==> config.mk <==
export PLATFORM = sky130hd
export DESIGN_NAME = nx_outbound_arbiter
export DESIGN_NICKNAME = d
export VERILOG_FILES = /design/src/rtl/nx_outbound_arbiter.sv
export SDC_FILE = /design/constraint.sdc
export NUM_CORES = 1
export LEC_CHECK = 0
export CAP_MARGIN = 20
export CORE_MARGIN = 3
export CORE_UTILIZATION = 35
export CTS_BUF_LIST = sky130_fd_sc_hd__clkbuf_8
export CTS_CLUSTER_DIAMETER = 150
export DETAILED_ROUTE_END_ITERATION = 6
export DONT_BUFFER_PORTS = 1
export GPL_ROUTABILITY_DRIVEN = 1
export GPL_TIMING_DRIVEN = 0
export PLACE_DENSITY = 0.54
export SLEW_MARGIN = 20
export SYNTH_ARGS = -nofsm -noshare
export SYNTH_HDL_FRONTEND = slang
export SYNTH_SLANG_ARGS = --single-unit
==> constraint.sdc <==
create_clock -name i_clk -period 9.3 [get_ports i_clk]
set_input_delay 1.395 -clock i_clk [delete_from_list [all_inputs] [get_ports i_clk]]
set_output_delay 1.395 -clock i_clk [all_outputs]
set_load 0.01 [all_outputs]
==> src/rtl/nx_outbound_arbiter.sv <==
// Round-robin arbiter feeding one outbound link through a single-entry output slot.
// Define NX_OB_ARB_STATS_EN to add saturating drop/grant statistics counters.
//
// state    | meaning
// ST_EMPTY | slot free, o_out_valid=0
// ST_HOLD  | slot holds a message for the neighbour, o_out_valid=1
module nx_outbound_arbiter #(
  parameter int unsigned REQUESTERS = 5,
  parameter int unsigned DATA_W     = 32,
  parameter int unsigned CNT_W      = 16
) (
  input  logic                                i_clk,
  input  logic                                i_rst,
  input  logic [REQUESTERS-1:0][DATA_W-1:0]   i_req_data,
  input  logic [REQUESTERS-1:0]               i_req_valid,
  output logic [REQUESTERS-1:0]               o_req_ready,
  output logic [DATA_W-1:0]                   o_out_data,
  output logic                                o_out_valid,
  input  logic                                i_out_ready,
  input  logic                                i_out_present,
  output logic                                o_idle
`ifdef NX_OB_ARB_STATS_EN
  ,
  output logic [CNT_W-1:0]                    o_drop_count,
  output logic [CNT_W-1:0]                    o_grant_count
`endif
);

  localparam int unsigned PTR_W = (REQUESTERS > 1) ? $clog2(REQUESTERS) : 1;
  localparam logic [PTR_W-1:0] PTR_LAST = PTR_W'(REQUESTERS - 1);

  typedef enum logic {
    ST_EMPTY = 1'b0,
    ST_HOLD  = 1'b1
  } state_t;

  state_t            state;
  state_t            state_nxt;
  logic [PTR_W-1:0]  rr_ptr;
  logic [PTR_W-1:0]  grant_idx;
  logic [PTR_W-1:0]  cand_idx;
  logic              grant_found;
  logic              slot_open;
  logic              transfer;
  logic [DATA_W-1:0] slot_data;
  int                cand;

  // Wrap uses an explicit compare so non-power-of-two REQUESTERS scan correctly.
  always_comb begin
    grant_idx   = '0;
    grant_found = 1'b0;
    cand        = 0;
    cand_idx    = '0;
    for (int k = 1; k <= int'(REQUESTERS); k++) begin
      cand = int'(rr_ptr) + k;
      if (cand >= int'(REQUESTERS)) cand = cand - int'(REQUESTERS);
      cand_idx = PTR_W'(cand);
      if (!grant_found && i_req_valid[cand_idx]) begin
        grant_found = 1'b1;
        grant_idx   = cand_idx;
      end
    end
  end

  always_comb begin
    state_nxt   = state;
    slot_open   = !i_out_present || (state == ST_EMPTY) || i_out_ready;
    o_req_ready = '0;
    if (slot_open && grant_found) o_req_ready[grant_idx] = 1'b1;
    transfer    = slot_open && grant_found;
    if (!i_out_present) begin
      state_nxt = ST_EMPTY;
    end else if (transfer) begin
      state_nxt = ST_HOLD;
    end else if ((state == ST_HOLD) && i_out_ready) begin
      state_nxt = ST_EMPTY;
    end
  end

  always_ff @(posedge i_clk or posedge i_rst) begin
    if (i_rst) state <= ST_EMPTY;
    else       state <= state_nxt;
  end

  always_ff @(posedge i_clk or posedge i_rst) begin
    if (i_rst) begin
      rr_ptr    <= PTR_LAST;
      slot_data <= '0;
    end else if (transfer) begin
      rr_ptr <= grant_idx;
      if (i_out_present) slot_data <= i_req_data[grant_idx];
    end
  end

  assign o_out_valid = (state == ST_HOLD);
  assign o_out_data  = slot_data;
  assign o_idle      = !o_out_valid && !(|i_req_valid);

`ifdef NX_OB_ARB_STATS_EN
  localparam logic [CNT_W-1:0] CNT_MAX = '1;

  logic [CNT_W-1:0] drop_cnt;
  logic [CNT_W-1:0] grant_cnt;
  logic [1:0]       drop_inc;

  // A held message and a newly accepted one can both be discarded in one cycle.
  assign drop_inc = {1'b0, o_out_valid && !i_out_present} + {1'b0, transfer && !i_out_present};

  always_ff @(posedge i_clk or posedge i_rst) begin
    if (i_rst) begin
      drop_cnt  <= '0;
      grant_cnt <= '0;
    end else begin
      if (drop_cnt > CNT_MAX - CNT_W'(drop_inc)) drop_cnt <= CNT_MAX;
      else                                         drop_cnt <= drop_cnt + CNT_W'(drop_inc);
      if (o_out_valid && i_out_ready && (grant_cnt != CNT_MAX))
        grant_cnt <= grant_cnt + CNT_W'(1);
    end
  end

  assign o_drop_count  = drop_cnt;
  assign o_grant_count = grant_cnt;
`else
  if (CNT_W == 0) begin : g_no_stats
  end
`endif

endmodule
==> Word level (Yosys, flattened, before mapping) <==
Cells that the tools add are included.
{ "op_classes": {"addsub": 10, "magnitude_cmp": 12, "n_eq_ne": 1, "n_mux": 33, "n_bitwise": 1, "reduce_logical": 19} }
{ "ops": {"columns": ["op", "n"], "rows": [
  ["$bmux W32 S3", 1],
  ["$mux W32", 1],
  ["$mux W3", 10],
  ["$lt A3 B4 Y1 const B", 6],
  ["$ge A4 B3 Y1 const B", 5],
  ["$bmux W1 S3", 5],
  ["$sub A3 B3 Y3 const B", 5],
  ["$mux W1", 14],
  ["$add A3 B2 Y4 const B", 2],
  ["$add A3 B3 Y4 const B", 2],
  ["$logic_and A1 B1 Y1", 8],
  ["$logic_not A1 Y1", 7],
  ["$mux W5", 1],
  ["$reduce_or A5 Y1", 1],
  ["$add A3 B1 Y4 const B", 1],
  ["$demux W1 S3", 1],
  ["$ge A3 B1 Y1 const B", 1],
  ["$ne A3 B1 Y1 const B", 1],
  ["$logic_or A1 B1 Y1", 2],
  ["$reduce_and A2 Y1", 1],
  ["$not A1 Y1", 1]
]} }
{ "word_totals": {"regBits": 36, "input_bits": 169, "elab_cells": 79} }

==> Depth between registers and ports, before layout <==
Gate-level depths: netlist of the first run.
{ "logic_depth": {"word_depth": 23, "ltp_mapped": 17, "depth_no_buf": 13} }

==> Worst setup path after synthesis of the first run <==
No wires, ideal clock.
{ "synth_timing": {"path_type": "register to output", "from": "register rr_ptr[0]", "to": "output o_req_ready[0]", "arrival_ps": 3672, "t_required_ps": 7905, "path_slack_ps": 4233, "path_stages_with_launch": 17, "path_buffers": 4, "path_cell_list": "dfrtp_1 buf_4 buf_4 clkinv_1 ha_1 inv_1 fa_1 inv_1 nand3_1 and2_1 or3_1 and3_1 o2111ai_1 nand3_2 buf_2 buf_1 nor4_1"} }
{ "synth_via": {"elab_chain_cells": 23} }
{ "synth_rtl": {"columns": ["item", "line_no", "rtl"], "rows": [
  ["from (decl)", "39", "logic [PTR_W-1:0] rr_ptr;"],
  ["from (signal assigned)", "90", "rr_ptr <= grant_idx;"],
  ["$add A3 B1 Y4", "55", "cand = int'(rr_ptr) + k;"],
  ["$ge A4 B3 Y1 or $sub A3 B3 Y3 (tied branches)", "56", "if (cand >= int'(REQUESTERS)) cand = cand - int'(REQUESTERS);"],
  ["$mux W3", "56", null],
  ["$bmux W1 S3", "58", "if (!grant_found && i_req_valid[cand_idx]) begin"],
  ["$mux W1 (not written as such)", "58", null],
  ["$mux W1", "58", null],
  ["$logic_not A1 Y1", "58", null],
  ["$logic_and A1 B1 Y1", "58", null],
  ["[... 7 more ...]", null, null],
  ["$logic_not A1 Y1", "58", null],
  ["$logic_and A1 B1 Y1", "58", null],
  ["$mux W3", "58", null],
  ["$lt A3 B4 Y1 (not written as such) or $ge A3 B1 Y1 (tied branches)", "69", "if (slot_open && grant_found) o_req_ready[grant_idx] = 1'b1;"],
  ["$logic_and A1 B1 Y1 (not written as such)", "69", null],
  ["$mux W1 (not written as such)", "69", null],
  ["$demux W1 S3", "69", null],
  ["$mux W5 (*)", "69", null],
  ["to (decl)", "16", "output logic [REQUESTERS-1:0] o_req_ready,"]
]} }
Mark *: on every way between the ends. The rest lies on a longest branch, timed or not. The select of a mux whose other input is x is not followed.

==> Worst setup path in the final report of the first run <==
Same ends and word-level chain as after synthesis.

==> results of run 1 <==
## cell usage in the layout, fill, tap and decap left out, drive strengths merged, types with 2 or more instances in the layout
cell type and n:
mux2i 12, mux2 2, o31ai 68, clkbuf 33, o2111ai 4, nor3b 2, ha 10, a41oi 32
a21o 35, o211a 2, inv 10, or3 2, xnor2 4, nand2b 7, a21oi 10, a211oi 3
nor4b 2, nor4 3, nor2b 9, buf 44, nand2 51, and3 3, o211ai 3, dfrtp 35
nor2 43, and2 5, o21ai 6, nor3 9, a211o 34, nand3 8, o31a 2, nand4 66
nand3b 2
## worst paths after layout
path	startpoint	end	slack [ns]	cells past startpoint
worst max register to register	rr_ptr[0]	o_out_data[13]	4.61	14
worst min register to register	o_out_data[10]	o_out_data[10]	0.62	2
min in group asynchronous	i_rst	o_out_data[0]	0.92	1
max in group asynchronous	i_rst	o_out_data[16]	7.91	2
worst min-delay path	o_out_data[10]	o_out_data[10]	0.62	2
worst max-delay path	rr_ptr[0]	o_req_ready[0]	3.01	14
## cells by family after synthesis
| kind of cell | share of synthesized area |
|---|---|
| AO/OA/AOI/OAI | 0.393 |
| XOR/XNOR | 0.00923 |
| adder cells (fa/ha/maj) | 0.0315 |
| buffers and inverters | 0.0827 |
| flip-flops | 0.196 |
| multiplexers | 0.0336 |
| AND/OR/NAND/NOR | 0.254 |
## layout make-up
type	instances	area (um^2)	share of cell area
tap	172	215	0.0436
inverter	10	37.5	0.00760
buffer	70	344	0.0696
sequential	36	902	0.183
timing repair buffer	1	20.0	0.00405
multi-input combinational	457	3330	0.674
clock inverter	2	11.3	0.00228
clock buffer	6	82.6	0.0167
## tightest hold or removal path, cell delays in order, from the launching register on
cell and delay, ns:
dfrtp_1 0.42, nor2_1 0.12, a41oi_1 0.05
## state kept, by name, summed over array words and instances (netlist names)
signal	cells
o_out_valid	1
rr_ptr	3
o_out_data	32
## per-stage QoR
step                      cells  hold WS, ns  area [um^2]
final                       754        0.621         4940
after global routing        754        0.662         4940
after CTS                   754        0.626         4940
after detailed placement    746        0.608         4850
after global placement      745        0.605         4830
after floorplan             573        0.585         4610
## metal layers
metal	global-route usage	vias to the layer above	wire [um]
li1	-	2274	-
met5	0	-	0
met4	0.0708	0	329
met1	0.323	2397	7730
met3	0.0683	30	1650
met2	0.409	265	8960
==> impl_results.md, run 1 <==
* Run status: complete, no violations
* Main synth FF type: dfrtp_1
* Critical Path RT at 7.91 ns
* Initial Util at 0.361
* Top-Level Pins at 208
* CORE AREA at 12800 um^2
* Worst Skew at 0.00706 ns
* H-tree Lvls at 2
* Worst slew margin at 0.435
* Clk buf depth at 2
* Pins Over Slew Limit at 0
* CTS tree: done
* Post-CTS Setup Bufs at 0
* Remaining antenna violation count at 0
* CTS resizes at 0
* Fmax at 0.159 GHz
* Vias per inst at 6.59
* Total grt overflow at 0
* Post-Place Setup Slack at 3.39 ns
* Startpoint class of the critical path: flop
* Async set or reset register ratio after synthesis at 1.00
* Synthesized area at 4610 um^2
* Filler instances at 1354
* Final min period at 6.29 ns
* Largest cells by area after synthesis: dfrtp_1 19%, o31ai_1 11%, nand4_1 8.8%
* Setup tns final at 0 ns
* CTS buffer count at 5
* TritonRoute pass-1 iters at 5
* Crit path max fanout at 10
* Total DRC errors in the routed layout at 0
* Worst Max-Slew Pin Slew at 0.841 ns
* Cell chosen for the clock root: clkbuf_8
* Initial DRC count at 408
* Worst Path Arrival at 4.89 ns
* Yosys top cell area share at 0.190
* Top-count cell post-synth: o31ai_1
* Largest net degree at the start of global routing at 24
* # setup viols final at 0
* Clk Latency, worst-skew pair at 0.32 ns
* Most common library cells after synthesis: 67 x o31ai_1, 65 x nand4_1, 50 x nand2_1, 43 x nor2_1
* CTS clk-pin slew, worst paths at 0.09 ns
* Die H at 121 um
* CTS Sinks at 36
* Mapped Nets at 753
* Final Hold Viols at 0
* Die width at 121 um
* Routability cong. at 0.876
* Critical path, cell by cell: buf_4 -> buf_4 -> clkinv_1 -> ha_1 -> ha_1 -> buf_4 -> a211oi_1 -> mux2i_1 -> nand4b_1 -> o2111ai_1 -> nand3_2 -> buf_2 -> buf_1 -> nor4_1
* HPWL Detailed at 14100 um
* Yosys reg bits at 36
* Hold Crit Class: reg2reg
* Total Routing Usage GR at 0.250
* Most common cell on crit path: buf_4
* Type of the worst setup path: reg2out
* Max Cap Viol at 0
* Slowest Stage Delay on Critical Path at 0.56 ns
* First-pass GRT wire length at 28600 um
* WP buf/inv at 6
* Antenna violations before repair at 0
* Input/output buffers at 0
* CP top delay family: buffers and inverters
* Yosys warning count at 0
* Hold-fix buffers, CTS at 0
* FP Rows at 41
* WL/cell at 24.8 um
* Area leader, netlist: dfrtp_1
* Vias at 4966
* Mean Syn Cell Area at 8.05 um^2
* Final WS setup at 3.01 ns
* Vias in the first global route at 5183
* Crit share post-route at 0.676
* Cells after synthesis at 573
* Die area at 14600 um^2
* Sequential fraction of the synthesis area at 0.196
* Nets at 761
* Total routed wirelength at 18700 um
* Layout cell share with drive strength beyond 1 at 0.143
* RSZ-0062 raised after global routing: no
* CP max-delay cell: nor4_1
* Nature of the critical path endpoint: output port
* Unique masters post-synth at 68
* Ant diodes at 0
* Layout area overhead at 7.14%
* Post-synth EDFFs at 0
* Utilization after layout at 0.387
Power of run 1 is not shown: default switching activity piles up to over one toggle a cycle in this logic, so the estimate is an artifact.
==> run 2: changes to the inputs <==
Clock period 9.3 ns to 6.4 ns, I/O delays scaled along.
==> results of run 2 <==
The final DEF is identical to that of run 1. Status: complete, no violations.
Main changes from that run: setup slack after placement 3.39 ns -> 0.928 ns; setup slack after layout 3.01 ns -> 0.548 ns; hold slack 0.621 ns -> 0.485 ns; register-to-register setup slack 4.61 ns -> 1.71 ns
Power of run 2 is left out for the same reason.
